[src/rtl/drac_pkg.sv]
// Shared core types: PC address type and return-prediction checker settings.
`timescale 1ns/1ps
package drac_pkg;

    localparam int unsigned ADDR_PC_W       = 40;
    localparam int unsigned RET_CHECK_DEPTH = 4;

    typedef logic [ADDR_PC_W-1:0] addrPC_t;

    typedef enum logic [1:0] {
        CMP_NONE,
        CMP_HIT,
        CMP_MISS
    } ret_cmp_e;

endpackage

[src/rtl/ret_pred_fifo.sv]
// Circular buffer of predicted return addresses; clear has priority over push/pop.
`timescale 1ns/1ps
module ret_pred_fifo
    import drac_pkg::*;
#(
    parameter int unsigned DEPTH = 4
) (
    input  logic                     clk_i,
    input  logic                     rstn_i,
    input  logic                     push_i,
    input  logic                     pop_i,
    input  logic                     clear_i,
    input  addrPC_t                  wdata_i,
    output addrPC_t                  rdata_o,
    output logic [$clog2(DEPTH):0]   count_o,
    output logic                     full_o
);

    localparam int unsigned PTR_W = $clog2(DEPTH);
    localparam int unsigned CNT_W = PTR_W + 1;

    addrPC_t            mem_q [DEPTH];
    logic [PTR_W-1:0]   wr_ptr_q, wr_ptr_d;
    logic [PTR_W-1:0]   rd_ptr_q, rd_ptr_d;
    logic [CNT_W-1:0]   count_q,  count_d;
    logic               do_push, do_pop, empty;

    assign full_o  = (count_q == CNT_W'(DEPTH));
    assign empty   = (count_q == '0);
    assign count_o = count_q;
    assign rdata_o = mem_q[rd_ptr_q];

    // full is sampled from the registered count, so a same-cycle pop never frees a slot
    assign do_push = push_i && !full_o && !clear_i;
    assign do_pop  = pop_i && !empty && !clear_i;

    always_comb begin
        wr_ptr_d = wr_ptr_q;
        rd_ptr_d = rd_ptr_q;
        count_d  = count_q;
        if (clear_i) begin
            wr_ptr_d = '0;
            rd_ptr_d = '0;
            count_d  = '0;
        end else begin
            if (do_push) wr_ptr_d = wr_ptr_q + PTR_W'(1);
            if (do_pop)  rd_ptr_d = rd_ptr_q + PTR_W'(1);
            if (do_push && !do_pop)      count_d = count_q + CNT_W'(1);
            else if (!do_push && do_pop) count_d = count_q - CNT_W'(1);
        end
    end

    always_ff @(posedge clk_i or negedge rstn_i) begin
        if (!rstn_i) begin
            wr_ptr_q <= '0;
            rd_ptr_q <= '0;
            count_q  <= '0;
        end else begin
            wr_ptr_q <= wr_ptr_d;
            rd_ptr_q <= rd_ptr_d;
            count_q  <= count_d;
        end
    end

    always_ff @(posedge clk_i) begin
        if (do_push) mem_q[wr_ptr_q] <= wdata_i;
    end

endmodule

[config.mk]
export PLATFORM = sky130hd
export DESIGN_NAME = ret_pred_fifo
export DESIGN_NICKNAME = d
export VERILOG_FILES = /design/src/rtl/drac_pkg.sv /design/src/rtl/ret_pred_fifo.sv
export SDC_FILE = /design/constraint.sdc
export NUM_CORES = 1
export LEC_CHECK = 0
export CORE_UTILIZATION = 35
export DETAILED_ROUTE_END_ITERATION = 6
export SLEW_MARGIN = 5
export SYNTH_ARGS = -nofsm -noshare
export SYNTH_HDL_FRONTEND = slang
export SYNTH_SLANG_ARGS = --single-unit
[constraint.sdc]
create_clock -name clk_i -period 2.8 [get_ports clk_i]
set_clock_uncertainty 0.2 [all_clocks]
set_input_delay 0.28 -clock clk_i [delete_from_list [all_inputs] [get_ports clk_i]]
set_output_delay 0.28 -clock clk_i [all_outputs]
set_load 0.05 [all_outputs]
==> flow_summary.yaml <==
outcome:
  run_status: "completed"
logic_synthesis:
  yosys_warnings: 0
  synth.net_count: 319
  ys_types: 31
  synth_edf_count: 160
  synth_area_per_cell_sq_um: 23.5
  synth.yosys.seq_area_share_pct: 78.8
  async_flop_share_pct: 4.19
  syn_inst: 269
  netlist_area_sq_um: 6320
  synth-seq-cells: 167
  synthFlopType: "edfxtp_1"
clock_tree:
  cts-resized-gates: 0
  cts-root-buf: "clkbuf_16"
  postCtsHoldBufs: 1
  htreeDepth: 4
  cts_made_buffers: 17
  cts_tree: "yes"
  numClockSinks: 167
  clk_latency_ps: 420
  cts_setup_buffers: 0
  clk_pin_slew_worst_paths_ps: 60
  cts.path.max_buffers: 2
power:
  ir_worst_vdd_mv: 0.464
  internal-power_mw: 5.16
  combPwrFrac_pct: 29.0
  total_power_mw: 7.53
  clockPowerShare_pct: 30.8
  p_sw_share_pct: 31.5
  p_per_area_nw_per_um2: 928
  switchingPower_mw: 2.37
  leakagePower_nw: 2.67
  seqPwrFrac_pct: 40.2
timing:
  setup_viol: 0
  fin_crit_sh_pct: 92.8
  rsz0062_at_grt: "false"
  max_clock_freq_mhz: 385
  drv_slew: 0
  finalHoldViolations: 0
  tightest_slew_ps: 525
  timing.final.ws_setup_ps: 203
  slew_headroom_pct: 64.9
  fin_crit_ps: 2600
grt:
  grt_pass1_wl_um: 17400
  grt_usage_pct: 13.3
  overflow: 0
  antenna_found_initial: 0
  grt_pass1_vias: 3160
  grt_max_degree: 33
route:
  drtIter0Drc: 137
  first_pass_iters: 4
  vias_per_cell: 4.80
  wirelength_um: 11200
  drtAntennaViolNets: 0
  highest_layer: "met4"
  routedWlPerCell_um: 18.2
  met1_length_um: 4630
  num_vias: 2957
  route.detailed.drc: 0
  wl_met2_um: 5670
  dr_wl_met3_um: 736
layout:
  nNetsFinal: 428
  final_common_cell: "edfxtp_1"
  final_cell_mix: "160 x edfxtp_1, 49 x buf_4, 48 x clkdlybuf4s50_1, 40 x mux4_2, 17 x clkbuf_16"
  drive_above_1_share_pct: 34.5
  fin_cells: 616
  fillers: 1450
  multi_input_comb_area_sq_um: 1250
  num_antenna_cells: 0
  ff_latch_area_sq_um: 4990
  area_delta_synth_final_pct: 28.4
floorplan:
  io_pins: 89
  die_y_um: 136
  coreArea_sq_um: 17500
  die_w_um: 136
  num_rows: 48
  initial_core_util_pct: 36.2
  die_area_sq_um: 18600
worst_setup_path:
  startpoint_type: "flip-flop"
  crit_required_ps: 2320
  crit_chain: "nor3b_4 > clkdlybuf4s50_1"
  end_kind: "output port"
  cpMaxStageDelayCell: "clkdlybuf4s50_1"
  worstPathMaxFanout: 9
  cp_slowest_stage_delay_ps: 890
  critical_path_class: "flip-flop to output port"
  worstPathArrival_ps: 2120
min_path:
  min_path_type: "input port to flip-flop"
placed_design:
  place_ws_ps: 279
  dp.final_hpwl_um: 7160
  portBuffers: 88
  finalWeightedCongestion: 0.802
  numPlacedInstances: 583
job:
  cap_violations: 0
[flip-flops by register name, indices dropped and copies added, names as in the netlist]
name	cells
count_o	3
mem_q	160
rd_ptr_q	2
wr_ptr_q	2
[metal layers]
layer	vias up	track usage, %
met5	-	0
met4	0	5.37
met3	17	5.15
met2	74	21.3
met1	1523	16.0
li1	1343	-
[power by group through the flow]
stage / registers, mW / logic [mW] / clock network (mW)
2_1_floorplan: 3.03 / 1.59 / 0
3_3_place_gp: 3.08 / 2.22 / 0
3_5_place_dp: 3.09 / 2.22 / 0
4_1_cts: 3.04 / 2.22 / 2.39
5_1_grt: 3.05 / 2.30 / 2.49
6_report: 3.03 / 2.18 / 2.32
[area by class of cell]
type,instances,area share (%)
Multi-Input combinational cell,83,15.4
Inverter,5,0.231
Clock inverter,14,2.11
Timing Repair Buffer,104,12.1
Sequential cell,167,61.4
Tap cell,225,3.47
Clock buffer,18,5.29
[worst max-delay path: cells and delay by family, from the launching register on]
family	cells	cell delay [ps]
and+or+nand+nor	1	330
buffers and inverters	1	890
DFF	1	490
[kinds of logic after synthesis]
| group | Yosys count | share of synthesized area, % |
|---|---|---|
| muxes | 44 | 14.9 |
| DFF | 167 | 78.8 |
| and+or+nand+nor | 21 | 1.92 |
| xor gates and xnor gates | 2 | 0.277 |
| AOI/OAI and AO/OA | 11 | 1.39 |
| adders and majority gates | 5 | 1.11 |
| buffers and inverters | 19 | 1.62 |
[final timing paths]
check                            start           end  slack [ps]  cells past startpoint
max                         count_o[0]        full_o         200                      2
min                        wdata_i[31]  mem_q[0][31]         300                      1
max reg2reg                 count_o[0]    count_o[2]         470                      6
min reg2reg                wr_ptr_q[1]   wr_ptr_q[1]         400                      2
max in group asynchronous       rstn_i   rd_ptr_q[0]        1670                      2
min in group asynchronous       rstn_i    count_o[0]         460                      2
[Yosys cell counts, types with 2 or more instances]
cell type	n	share of area, %
edfxtp_1	160	76
mux4_2	40	14
nor2_1	9	0.53
buf_2	7	0.55
dfrtp_1	7	2.8
inv_1	5	0.30
and2_1	4	0.40
buf_4	4	0.47
ha_1	4	0.79
nand3b_1	3	0.36
a21oi_1	2	0.16
clkbuf_1	2	0.12
mux2i_1	2	0.32
o21ai_0	2	0.16
xor2_1	2	0.28
[stage by stage]
step                      hold slack, ps  TNS [ps]  cell area [sq um]  utilization, %
after floorplan                     -216     -24.5               6330               -
after global placement               372         0               7510            42.9
after detailed placement             379         0               7510            42.9
after CTS                            267         0               8120            46.4
after global routing                 270         0               8120            46.4
final                                297         0               8120            46.4
Note: power is estimated with default switching activity, not from simulation.
